[src/rtl/led_pkg.sv]
// Shared encodings and board constants for the LED sequencer and its timing helpers.
package led_pkg;

    typedef enum logic [1:0] {
        MODE_ROT_L     = 2'd0,
        MODE_ROT_R     = 2'd1,
        MODE_PING_PONG = 2'd2,
        MODE_BLINK     = 2'd3
    } mode_e;

    typedef enum logic {
        DIR_UP   = 1'b0,
        DIR_DOWN = 1'b1
    } dir_e;

    // One step per second on the 50 MHz board clock.
    localparam int STEP_CYCLES_DEFAULT = 50_000_000;

endpackage

[src/rtl/led_sequencer_tick_gen.sv]
// Free-running prescaler: tick is high while the counter sits on its last count
// with counting enabled, so the consumer's register updates on the wrap edge.
module tick_gen
    import led_pkg::*;
#(
    parameter int STEP_CYCLES = STEP_CYCLES_DEFAULT
) (
    input  logic clk,
    input  logic rst_led,
    input  logic en,
    input  logic clr,
    output logic tick
);

    localparam int CNT_W = $clog2(STEP_CYCLES);
    localparam logic [CNT_W-1:0] CNT_MAX = CNT_W'(STEP_CYCLES - 1);

    logic [CNT_W-1:0] cnt_q;
    logic [CNT_W-1:0] cnt_d;
    logic             wrap_s;

    // Next count: clear wins, then wrap, then increment while enabled.
    always_comb begin
        cnt_d  = cnt_q;
        wrap_s = en && (cnt_q == CNT_MAX);
        if (clr) begin
            cnt_d = '0;
        end else if (wrap_s) begin
            cnt_d = '0;
        end else if (en) begin
            cnt_d = cnt_q + CNT_W'(1);
        end else begin
            cnt_d = cnt_q;
        end
    end

    // Prescaler counter register.
    always_ff @(posedge clk or negedge rst_led) begin
        if (!rst_led) begin
            cnt_q <= '0;
        end else begin
            cnt_q <= cnt_d;
        end
    end

    assign tick = wrap_s && !clr;

endmodule

[src/rtl/led_sequencer.sv]
// Walking-LED pattern engine: four patterns over N_LED outputs, advanced by tick_gen.
module led_sequencer
    import led_pkg::*;
#(
    parameter int N_LED       = 4,
    parameter int STEP_CYCLES = STEP_CYCLES_DEFAULT
) (
    input  logic             clk,
    input  logic             rst_led,
    input  logic             en,
    input  logic [1:0]       mode,
    input  logic             mode_load,
    output logic [N_LED-1:0] led,
    output logic             step_tick,
    output logic [1:0]       mode_q
);

    logic             tick_s;
    logic [N_LED-1:0] led_q;
    logic [N_LED-1:0] led_d;
    logic             step_tick_q;
    logic             step_tick_d;
    mode_e            act_mode_q;
    mode_e            act_mode_d;
    dir_e             dir_q;
    dir_e             dir_d;
    logic             started_q;
    logic             started_d;

    tick_gen #(
        .STEP_CYCLES(STEP_CYCLES)
    ) u_tick_gen (
        .clk    (clk),
        .rst_led(rst_led),
        .en     (en),
        .clr    (mode_load),
        .tick   (tick_s)
    );

    function automatic logic [N_LED-1:0] seed_for(input mode_e m);
        logic [N_LED-1:0] s;
        case (m)
            MODE_ROT_L:     s = N_LED'(1);
            MODE_ROT_R:     s = N_LED'(1) << (N_LED - 1);
            MODE_PING_PONG: s = N_LED'(1);
            MODE_BLINK:     s = '1;
            default:        s = N_LED'(1);
        endcase
        return s;
    endfunction

    // Next-state for the pattern engine; a mode load overrides any coincident step.
    always_comb begin
        led_d       = led_q;
        act_mode_d  = act_mode_q;
        dir_d       = dir_q;
        started_d   = started_q;
        step_tick_d = tick_s;
        if (mode_load) begin
            act_mode_d  = mode_e'(mode);
            led_d       = '0;
            dir_d       = DIR_UP;
            started_d   = 1'b0;
            step_tick_d = 1'b0;
        end else if (tick_s && !started_q) begin
            led_d     = seed_for(act_mode_q);
            started_d = 1'b1;
        end else if (tick_s) begin
            case (act_mode_q)
                MODE_ROT_L: led_d = (led_q << 1) | (led_q >> (N_LED - 1));
                MODE_ROT_R: led_d = (led_q >> 1) | (led_q << (N_LED - 1));
                MODE_PING_PONG: begin
                    // A single LED cannot bounce; it simply stays lit.
                    if (N_LED == 1) begin
                        led_d = led_q;
                    end else if (dir_q == DIR_UP && led_q[N_LED-1]) begin
                        dir_d = DIR_DOWN;
                        led_d = led_q >> 1;
                    end else if (dir_q == DIR_DOWN && led_q[0]) begin
                        dir_d = DIR_UP;
                        led_d = led_q << 1;
                    end else if (dir_q == DIR_UP) begin
                        led_d = led_q << 1;
                    end else begin
                        led_d = led_q >> 1;
                    end
                end
                MODE_BLINK: led_d = ~led_q;
                default:    led_d = led_q;
            endcase
        end else begin
            led_d = led_q;
        end
    end

    // Pattern state and registered outputs.
    always_ff @(posedge clk or negedge rst_led) begin
        if (!rst_led) begin
            led_q       <= '0;
            step_tick_q <= 1'b0;
            act_mode_q  <= MODE_ROT_L;
            dir_q       <= DIR_UP;
            started_q   <= 1'b0;
        end else begin
            led_q       <= led_d;
            step_tick_q <= step_tick_d;
            act_mode_q  <= act_mode_d;
            dir_q       <= dir_d;
            started_q   <= started_d;
        end
    end

    assign led       = led_q;
    assign step_tick = step_tick_q;
    assign mode_q    = act_mode_q;

endmodule

[config.mk]
export PLATFORM = sky130hd
export DESIGN_NAME = led_sequencer
export DESIGN_NICKNAME = d
export VERILOG_FILES = /design/src/rtl/led_pkg.sv /design/src/rtl/led_sequencer_tick_gen.sv /design/src/rtl/led_sequencer.sv
export SDC_FILE = /design/constraint.sdc
export NUM_CORES = 1
export LEC_CHECK = 0
export ABC_AREA = 1
export ABC_CLOCK_PERIOD_IN_PS = 3100
export BUFFER_PORTS_ARGS = -buffer_cell sky130_fd_sc_hd__clkbuf_2
export CAP_MARGIN = 20
export CELL_PAD_IN_SITES_DETAIL_PLACEMENT = 1
export CELL_PAD_IN_SITES_GLOBAL_PLACEMENT = 1
export CORE_MARGIN = 4
export CORE_UTILIZATION = 48
export DETAILED_ROUTE_END_ITERATION = 7
export PLACE_DENSITY = 0.95
export SETUP_SLACK_MARGIN = 0.2
export SYNTH_ARGS = -nofsm -noshare
export SYNTH_HDL_FRONTEND = slang
export SYNTH_SLANG_ARGS = --single-unit
export TNS_END_PERCENT = 50
[constraint.sdc]
create_clock -name clk -period 3.1 [get_ports clk]
set_input_delay 0.465 -clock clk [delete_from_list [all_inputs] [get_ports clk]]
set_output_delay 0.465 -clock clk [all_outputs]
set_load 0.005 [all_outputs]
==> key figures <==
Cells and area
  • Non-filler cells, final: between 300 and 400
  • Final nets: 312
  • Area of the multi-input gates: 1130 um^2
  • Fill cells: 563
  • Design Area, Final: 2350 um^2
  • Flip-flop and latch area: 876 um^2
  • Commonest non-fill, non-tap cell in the layout: nand2_1
  • N_diodes: 0
  • P&R area growth vs syn: 8.41%
  • Layout cells sized above 1: 16.7%
  • Commonest cells after routing, fill and taps aside: 69 x nand2_1, 41 x nor2_1, 35 x dfrtp_1

STA
  • Min cycle time layout: 1800 ps
  • Final Hold Slack: 285 ps
  • Setup Skew: 3.20 ps
  • Fin worst setup slack: roughly 1300 ps
  • Final Hold Fails: 0
  • Worst rel slew slack: 42.0%
  • Setup TNS: 0 ps
  • Fin. max-slew vios: 0
  • Fmax: 554 MHz
  • Finish-stage setup viols: 0
  • RSZ-0062 raised after global routing: no
  • Period Utilization, post-route: 58.2%
  • Measured slew at the worst slew-check pin: roughly 870 ps

Routing
  • DRC: 0
  • Detail Route Antenna Nets: 0
  • Final wirelength: between 5000 and 6000 um
  • Vias per std cell: 5.48
  • WL/cell: 15.1 um
  • Drt pass-1 iters: 5
  • Vias: roughly 2000
  • First DRT Iteration DRCs: 92

Yosys
  • Cells after synthesis: roughly 290
  • Synth Cell Area: ~2200 um^2
  • Syn_area_per_cell: 7.52 um^2
  • Top cell type's share of synthesized area: between 40% and 50%
  • Post-synth EDFFs: 0
  • Ys async rst share: 100%
  • Main synth FF type: dfrtp_1
  • Synth area leader: dfrtp_1
  • Register area share after synthesis: roughly 40%
  • Yosys Warn Count: 0
  • Unique masters post-synth: 34
  • #FFs+latches synth: 35
  • Area contributors post-synth: dfrtp_1 40%, nand2_1 12%, nor2_1 7.1%
  • Syn Nets: around 300

Pwr
  • Sequential share of power: 53.5%
  • Clock power share: 37.9%
  • Net Sw Frac: about a quarter
  • Int Power: 0.000660 W
  • Pwr/cell area: 376 nW/um^2
  • Combinational share of power: 8.6%
  • Leak pwr: 1.17 nW
  • Worst IR Drop VDD: 0.206 mV
  • Switching power: 0.000224 W

CTS
  • Sink Count: 35
  • Clock Tree Buf Depth: 2
  • CTS H-Tree Depth: 2
  • CTS tree: built
  • Reg clk slew, reported paths: approximately 70 ps
  • CTS Root Cell: clkbuf_8
  • Num CTS Buffers: 5
  • Post-CTS setup buffers: 0
  • CTS Hold Buffers Added: 0
  • Post-cts resize count: 0
  • Worst skew pair latency: roughly 290 ps

Critical path
  • CP Cell Sequence: ha_1 > nand3_1 > inv_2 > nand2_2 > nor2_2 > nand2_4 > nand2_4 > a21oi_1 > nor2_1 > nor2_1
  • Largest stage delay, worst path: 410 ps
  • Arr. time, crit path: 1980 ps
  • Delay-heaviest family, CP: simple AND/OR/NAND/NOR gates
  • Startpoint types: flop
  • CP max-delay cell: dfrtp_1
  • Worst path bufs/invs: 1
  • CP required: 3280 ps
  • Type of the worst setup path: flop to flop
  • Maximum fanout along the worst path: 16
  • Crit. End Element: flop

Global routing
  • Antenna violations before repair: 0
  • GRT overflow: 0
  • First-pass GRT wire length: 9580 um
  • Number of global-route vias before repair: ~2100
  • Largest net degree at the start of global routing: 36
  • GRT Util Overall: 22.1%

Floorplanning
  • Initial Util: 49.9%
  • Die Wd: 75.3 um
  • I/O pin count: 13
  • Row count: 24
  • Die Area: ~5700 um^2
  • Core Area: 4350 um^2
  • Die span in y: 75.3 um

Outcome
  • Outcome: completed

Placement
  • Cell total after placement: 350
  • Buffers added on ports: 12
  • Dpl cell area: 2270 um^2
  • RePlAce Congestion: 0.853
  • Dpl ws: 1300 ps
  • HPWL Detailed: 4170 um

Hold path
  • Worst Hold Class: input pin to async pin

Run
  • Max-cap viol count: 0
-- worst paths after layout --
path | slack [ps] | cells past startpoint | from | to
min | 280 | 1 | rst_led | u_tick_gen.cnt_q[21]
max in group asynchronous | 2280 | 1 | rst_led | u_tick_gen.cnt_q[7]
max | 1300 | 10 | u_tick_gen.cnt_q[0] | led[0]
min in group clk | 400 | 3 | mode[0] | mode_q[0]
max reg2reg | 1300 | 10 | u_tick_gen.cnt_q[0] | led[0]
min reg2reg | 500 | 1 | u_tick_gen.cnt_q[13] | u_tick_gen.cnt_q[13]
-- stage by stage --
stage | power (W) | util, %
floorplan | 0.000528 | -
global placement | 0.000556 | 52.1
detailed placement | 0.000559 | 52.1
CTS | 0.000898 | 54.1
global route | 0.000929 | 54.1
finish | 0.000884 | 54.1
-- per-layer routing --
layer  share of wire (%)  track usage [%]
met3                 2.3             4.27
met5                   0                0
met4                 1.3             6.41
met1                  45             27.4
met2                  52             38.8
-- kinds of logic after synthesis --
group / synth area share [%]
flops: 40.3
fa+ha+maj: 0.576
simple gates: 38.6
buf+inv: 7.78
mux: 0.461
compound gates: 9.85
xor+xnor: 2.42
-- sequential cells by signal, summed over array words and instances (netlist names) --
register / flops
step_tick: 1
mode_q: 2
led: 4
dir_q: 1
started_q: 1
u_tick_gen.cnt_q: 26
-- cell usage after synthesis, types with 3 or more instances --
| library cell | number |
|---|---|
| nand3_1 | 18 |
| nor2_4 | 7 |
| o21ai_1 | 3 |
| nor3_1 | 7 |
| nand2_2 | 5 |
| inv_2 | 4 |
| inv_1 | 33 |
| o21ai_0 | 9 |
| nand2_1 | 69 |
| xor2_1 | 6 |
| nand4_1 | 6 |
| nor2_2 | 5 |
| dfrtp_1 | 35 |
| a21oi_1 | 17 |
| nor2_1 | 41 |
-- power by group through the flow --
stage | Combinational, W | Clock (W) | Sequential, W
2_1_floorplan | 0.0000481 | 0 | 0.000480
3_3_place_gp | 0.0000744 | 0 | 0.000482
3_5_place_dp | 0.0000768 | 0 | 0.000482
4_1_cts | 0.0000773 | 0.000347 | 0.000473
5_1_grt | 0.0000870 | 0.000367 | 0.000474
6_report | 0.0000759 | 0.000335 | 0.000473
-- worst reg2reg max path: stages (launching register included) --
cell	delay, ps
dfrtp_1	410
ha_1	210
nand3_1	130
inv_2	80
nand2_2	80
nor2_2	200
nand2_4	110
nand2_4	190
a21oi_1	100
nor2_1	130
nor2_1	60
-- area by class of cell --
class	instances	share of cell area, %
Multi-Input combinational cell	214	47.9
Sequential cell	35	37.2
Inverter	37	5.90
Clock buffer	6	3.51
Tap cell	52	2.76
Timing Repair Buffer	12	2.55
Clock inverter	1	0.213
Note: power is estimated with default switching activity, not from simulation.
